===== src/rtl/cpu_types_pkg.sv =====
// Shared CPU types: machine word and the request-unit state encoding.
// Imported by the request unit and the testbench.
package cpu_types_pkg;

    localparam int WORD_W = 32;

    typedef logic [WORD_W-1:0] word_t;

    typedef enum logic [1:0] {
        IDLE   = 2'd0,
        DWAIT  = 2'd1,
        HALTED = 2'd2
    } ru_state_t;

endpackage


===== src/rtl/sat_counter.sv =====
// Up-counter that sticks at all-ones instead of wrapping.
// Cleared asynchronously by nRST.
module sat_counter #(
    parameter int WIDTH = 32
) (
    input  logic             CLK,
    input  logic             nRST,
    input  logic             en,
    output logic [WIDTH-1:0] count
);

    // count enabled cycles, holding once the maximum is reached
    always_ff @(posedge CLK or negedge nRST) begin
        if (!nRST) begin
            count <= '0;
        end else if (en && (count != {WIDTH{1'b1}})) begin
            count <= count + 1'b1;
        end
    end

endmodule


===== src/rtl/request_unit.sv =====
// Memory request sequencer: issues fetch/load/store requests,
// strobes the PC once per instruction and latches halt.
module request_unit
    import cpu_types_pkg::*;
(
    input  logic        CLK,
    input  logic        nRST,
    input  logic        cuIRE,
    input  logic        cuDRE,
    input  logic        cuDWE,
    input  logic        cuHALT,
    input  logic        ihit,
    input  logic        dhit,
    input  word_t       aluaddr,
    input  word_t       rdat2,
    output logic        iREN,
    output logic        dREN,
    output logic        dWEN,
    output word_t       dmemaddr,
    output word_t       dmemstore,
    output logic        pcEN,
    output logic        halt,
    output logic [31:0] stall_cnt
);

    ru_state_t state;
    ru_state_t next_state;

    logic in_idle;
    logic in_dwait;
    logic go_halt;
    logic go_mem;
    logic mem_done;
    logic stall;

    assign in_idle  = (state == IDLE);
    assign in_dwait = (state == DWAIT);
    assign go_halt  = in_idle & ihit & cuHALT;
    assign go_mem   = in_idle & ihit & ~cuHALT & (cuDRE | cuDWE);
    assign mem_done = in_dwait & dhit;

    // state register
    always_ff @(posedge CLK or negedge nRST) begin
        if (!nRST) begin
            state <= IDLE;
        end else begin
            state <= next_state;
        end
    end

    // next-state logic
    always_comb begin
        next_state = state;
        unique case (state)
            IDLE: begin
                if (go_halt) begin
                    next_state = HALTED;
                end else if (go_mem) begin
                    next_state = DWAIT;
                end
            end
            DWAIT: begin
                if (dhit) begin
                    next_state = IDLE;
                end
            end
            HALTED:  next_state = HALTED;
            default: next_state = IDLE;
        endcase
    end

    // combinational outputs: fetch request, PC strobe, stall qualifier
    always_comb begin
        iREN  = cuIRE & in_idle;
        pcEN  = 1'b0;
        stall = 1'b0;
        unique case (state)
            IDLE: begin
                pcEN  = ihit & ~cuHALT & ~cuDRE & ~cuDWE;
                stall = ~ihit;
            end
            DWAIT: begin
                pcEN  = dhit;
                stall = ~dhit;
            end
            default: begin
                pcEN  = 1'b0;
                stall = 1'b0;
            end
        endcase
        pcEN = pcEN & nRST;
    end

    // registered data request, latched address/data and sticky halt
    always_ff @(posedge CLK or negedge nRST) begin
        if (!nRST) begin
            dREN      <= 1'b0;
            dWEN      <= 1'b0;
            dmemaddr  <= '0;
            dmemstore <= '0;
            halt      <= 1'b0;
        end else begin
            if (go_mem) begin
                dREN      <= cuDRE;
                dWEN      <= cuDWE & ~cuDRE;
                dmemaddr  <= aluaddr;
                dmemstore <= rdat2;
            end else if (mem_done) begin
                dREN <= 1'b0;
                dWEN <= 1'b0;
            end
            if (go_halt) begin
                halt <= 1'b1;
            end
        end
    end

    sat_counter #(
        .WIDTH(32)
    ) u_stall (
        .CLK  (CLK),
        .nRST (nRST),
        .en   (stall),
        .count(stall_cnt)
    );

endmodule


===== config.mk =====
export PLATFORM = sky130hd
export DESIGN_NAME = request_unit
export DESIGN_NICKNAME = d
export VERILOG_FILES = /design/src/rtl/cpu_types_pkg.sv /design/src/rtl/sat_counter.sv /design/src/rtl/request_unit.sv
export SDC_FILE = /design/constraint.sdc
export NUM_CORES = 1
export LEC_CHECK = 0
export CAP_MARGIN = 20
export CORE_MARGIN = 2
export CORE_UTILIZATION = 39
export DETAILED_ROUTE_END_ITERATION = 10
export GPL_TIMING_DRIVEN = 0
export PLACE_DENSITY = 0.78
export SYNTH_ARGS = -nofsm -noshare
export SYNTH_HDL_FRONTEND = slang
export SYNTH_SLANG_ARGS = --single-unit

===== constraint.sdc =====
create_clock -name CLK -period 1.8 [get_ports CLK]
set_input_delay 0.54 -clock CLK [delete_from_list [all_inputs] [get_ports CLK]]
set_output_delay 0.54 -clock CLK [all_outputs]
set_load 0.01 [all_outputs]

# Yosys cells after proc, flatten, opt, wreduce, memory -nomap -nowiden
# Index checks and enable logic that the tools add are counted.
word_totals:
  wordCells: 43
  output_inout_bits: 101
  input_bits: 72
  ff_bits: 101
classes:
  n_eq_ne: 5
  n_mux: 9
  n_bitwise: 17
  reduce_logical: 4
  addsub: 1
op_table:
  columns: ["operator", "count"]
  rows:
  - ["$add A32 B1 Y32 const B", 1]
  - ["$ne A32 B32 Y1 const B", 1]
  - ["$and A1 B1 Y1", 11]
  - ["$mux W2", 3]
  - ["$pmux W2 S3", 1]
  - ["$not A1 Y1", 5]
  - ["$pmux W1 S2", 2]
  - ["$mux W1", 3]
  - ["$ne A3 B1 Y1 const B", 1]
  - ["$eq A2 B1 Y1 const B", 1]
  - ["$eq A2 B2 Y1 const B", 1]
  - ["$logic_not A2 Y1", 1]
  - ["$ne A2 B2 Y1 const B", 1]
  - ["$reduce_and A2 Y1", 1]
  - ["$reduce_bool A2 Y1", 1]
  - ["$logic_and A1 B1 Y1", 1]
  - ["$or A1 B1 Y1", 1]

# Longest topological paths before layout
logic_depth:
  ltp_word: 7
  depth_mapped: 7

# By module
# From an unflattened synthesis, not the netlist that was laid out.
hier_totals:
  hier_cells: 311
  hier_area_um2: 4279.1
by_module_without_submodules:
  columns: ["mod", "seq_area_each_um2", "area_per_inst_um2", "cells_each", "n_inst"]
  rows:
  - ["request_unit", 1726.7, 2655.0, 160, 1]
  - ["sat_counter", 800.8, 1624.1, 151, 1]

# Worst setup path after synthesis
# Ideal clock, no wire load.
synth_path:
  path_kind: "reg2reg"
  from: "reg u_stall.count[0]"
  to: "reg u_stall.count[1]"
  stages_incl_launch_ff: 8
  setup_ns: 0.128
  n_path_buf: 1
  t_arrival_ns: 1.940
  slack_ns: -0.267
  required_time_ns: 1.672
  path_cell_list: "dfrtp_1 -> ha_1 -> and4_1 -> nand4_1 -> or4_4 -> buf_6 -> nand2_2 -> mux2_1"
synth_between:
  elab_chain_cells: 2
synth_lines:
  columns: ["element", "line", "text"]
  rows:
  - ["start: declaration", "sat_counter.sv:9", "output logic [WIDTH-1:0] count"]
  - ["start signal: assignment", "sat_counter.sv:17", "count <= count + 1'b1;"]
  - ["parallel branches: the longest is 2 deep, another holds $add A32 B1 Y32", null, null]
# Parallel ways; which one is timed is not known.
# A chain may end at the register's enable or synchronous reset.

# Final worst setup path
layout_path:
  from: "in cuHALT"
  to: "out pcEN"
layout_between:
  elab_chain_cells: 6
layout_lines:
  columns: ["element", "line", "text"]
  rows:
  - ["start: declaration", "request_unit.sv:11", "input logic cuHALT,"]
  - ["$not A1 Y1", "request_unit.sv:79", "pcEN = ihit & ~cuHALT & ~cuDRE & ~cuDWE;"]
  - ["$and A1 B1 Y1 (3 in series)", "request_unit.sv:79", null]
  - ["$pmux W1 S2", "request_unit.sv:77", "unique case (state)"]
  - ["$and A1 B1 Y1", "request_unit.sv:91", "pcEN = pcEN & nRST;"]
  - ["end: declaration", "request_unit.sv:21", "output logic pcEN,"]
# No other way between the ends.

==> flow_summary.ini <==
[status]
status = finished with violations
failed_checks = negative setup slack

[sta]
rsz0062_at_grt = true
finalSetupViolations = 73
relSlewSlack_pct = 74.7
finalCriticalPeriod_ps = 2040
max_freq_ghz = 0.491
post_route_clock_period_utilization_pct = 113
fin_worst_skew_ps = 13.4
post-route-worst-setup-slack_ps = -236
timing_hold_violations_final = 0
worstMarginPinSlew_ps = 378
finalMaxSlewViolations = 0
fin_hold_ws_ps = 36.3

[floorplanning]
io_pins = 173
site_row_count = 38
area_of_the_die_um2 = 11900
coreArea_um2 = 10800
die_width_um = 109
initial_core_util_pct = 39.8
chipHeight_um = 109

[critical_path]
crit_arrival_ps = 1500
worstRegToRegCells = 7
worstSetupStartpointType = input port
nature_of_the_critical_path_endpoint = output pin
path_max_fanout = 3
critical_path_class = in2out
critical_path_required_time_ps = 1260

[clock_tree]
tritoncts = yes
numCtsBuffers = 9
clk_lat_worst_skew_ps = 360
root_buffer = clkbuf_8
clock_transition_at_path_regs_ps = 90
cts.sink_count = 101
h-tree-depth = 3
cts-root-to-sink-buffers = 2

[drt]
vias_per_cell = 4.99
first_pass_iters = 4
drt_iter0_markers = 82
via_count = 3488
drc = 0
detail_route.wl_per_cell_um = 16.9
ant_nets = 0
finalWirelength_mm = 11.8

[synthesis]
postSynth.asyncResetShare_pct = 100
synth_largest_type_area_fraction_pct = 58.9
synth_top_flop_cell = dfrtp_1
postSynthAreaPerCell_um2 = 13.3
synth.cell_area_um2 = 4290
syn-instance-count = 323
number_of_synthesized_register_bits = 101
synth_area_leaders = dfrtp_1 (59%), mux2_2 (18%), xnor2_1 (4.5%)
seq_total_area_yosys_pct = 58.9
synth_edf_count = 0
synth.largest_area_cell = dfrtp_1
synth.lib_cells_used.distinct = 39
yosysWarningCount = 0
net_count_after_synthesis = 396

[grt]
met1_usage_pct = 24.0
grt_antenna_before_repair = 1
globalRoute.totalOverflow = 0
grtUsageMet2_pct = 33.4
global_route.usage.total_pct = 19.3
first_global_vias = 3561
globalRoute.busiestLayer = met2
global_route.usage.met3_pct = 3.71
pin_count_of_the_biggest_net_entering_global_routing = 57
wire_length_of_the_first_global_routing_pass_mm = 17.8

[power]
maximum_vdd_ir_drop_mv = 0.429
p_leak_uw = 0.00356
p_per_area_nw_per_um2 = 879

[placed_design]
placedCellCount = 636
postPlaceCellArea_um2 = 6250
place.port_buffers = 172
gp_routability_congestion = 0.830
place_hpwl_mm = 8.03

[final_layout]
syn2layout_area_growth_pct = 63.9
mostFrequentLayoutCell = dfrtp_1
design_area_um2 = 7040
final_standard_cell_count_with_taps_included_and_fillers_excluded = 699
fin_nets = 627
final_cell_mix = dfrtp_1 (89), dlygate4sd2_1 (86), mux2_2 (67), clkdlybuf4s50_1 (67), buf_4 (42)
post_route_cells_drive_above_1_share_pct = 35.3
utilization_pct = 65.2

[worst_hold_path]
hold_class = in2async

[run]
number_of_max_cap_violations = 0
==> timing repair <==
action	in CTS	in global routing
endpoints found under the hold margin	0	0
pin swaps	16	22
setup buffers	33	15
endpoints found under the setup margin	183	111
gates resized for setup	143	37
hold buffers	0	0
cloned	1	1
==> synthesized netlist by cell type, types with 2 or more instances <==
master	count
nor3_1	7
nor2_1	13
and3_1	8
nand2_2	2
inv_1	3
nand2_1	16
dfrtp_1	101
xor2_1	5
buf_2	3
buf_4	6
xnor2_1	22
nand3_1	23
and4_1	3
a21oi_1	5
buf_6	2
nand4_1	10
nor4_1	2
nor2b_1	2
o21ai_0	3
mux2_2	68
==> area by class of cell <==
class	count	area [um^2]
clock buffer	11	141
antenna	1	2.50
tap	140	175
fill	848	3760
inverter	3	15.0
multi-input combinational	207	1900
timing repair buffer	222	2090
sequential	101	2540
clock inverter	4	48.8
buffer	10	126
==> routing by layer <==
layer / wire length (um) / part of all wire [%]
met1: 4810 / 41
met2: 5970 / 51
met3: 859 / 7.3
met4: 173 / 1.5
met5: 0 / 0
==> worst paths after layout <==
| path | startpoint | endpoint | slack (ps) |
|---|---|---|---|
| max reg2reg | state[1] | dmemstore[9] | -170 |
| min in group CLK | halt | halt | 480 |
| max in group asynchronous | nRST | dmemaddr[23] | 1280 |
| min | nRST | dmemaddr[22] | 40 |
| min reg2reg | halt | halt | 480 |
| max | cuHALT | pcEN | -240 |
==> flip-flops by register name (all words and copies together) (netlist names) <==
register       flops
u_stall.count     32
dmemaddr          32
dREN               1
halt               1
dmemstore         32
dWEN               1
state              2
==> cells by family after synthesis <==
kind of cell / synth area share [%]
buffers and inverters: 2.27
AOI/OAI and AO/OA: 2.10
xor gates and xnor gates: 5.51
adders and majority gates: 0.291
and+or+nand+nor: 12.6
muxes: 18.3
DFF: 58.9
==> where the power goes <==
group | internal (uW) | total, uW | switching, uW | leakage, uW
Sequential | 2740 | 3010 | 267 | 0.00128
Combinational | 1050 | 1760 | 711 | 0.00218
Clock | 673 | 1420 | 746 | 0.0000992
==> critical path, stage by stage <==
cell and delay (ps):
dlygate4sd2_1 280, nor4b_4 310, nand2_1 90, a21oi_1 120
buf_2 150
==> stage by stage <==
| stage | power, uW | setup TNS [ps] | worst slack [ps] |
|---|---|---|---|
| 6_report | 6180 | -8440 | -236 |
| 5_1_grt | 6530 | -15110 | -324 |
| 4_1_cts | 6230 | -12270 | -311 |
| 3_5_place_dp | 5020 | -58810 | -1020 |
| 3_3_place_gp | 4940 | -417870 | -4100 |
| 2_1_floorplan | 3700 | -509 | -245 |
Power figures use the tool's default switching activity.
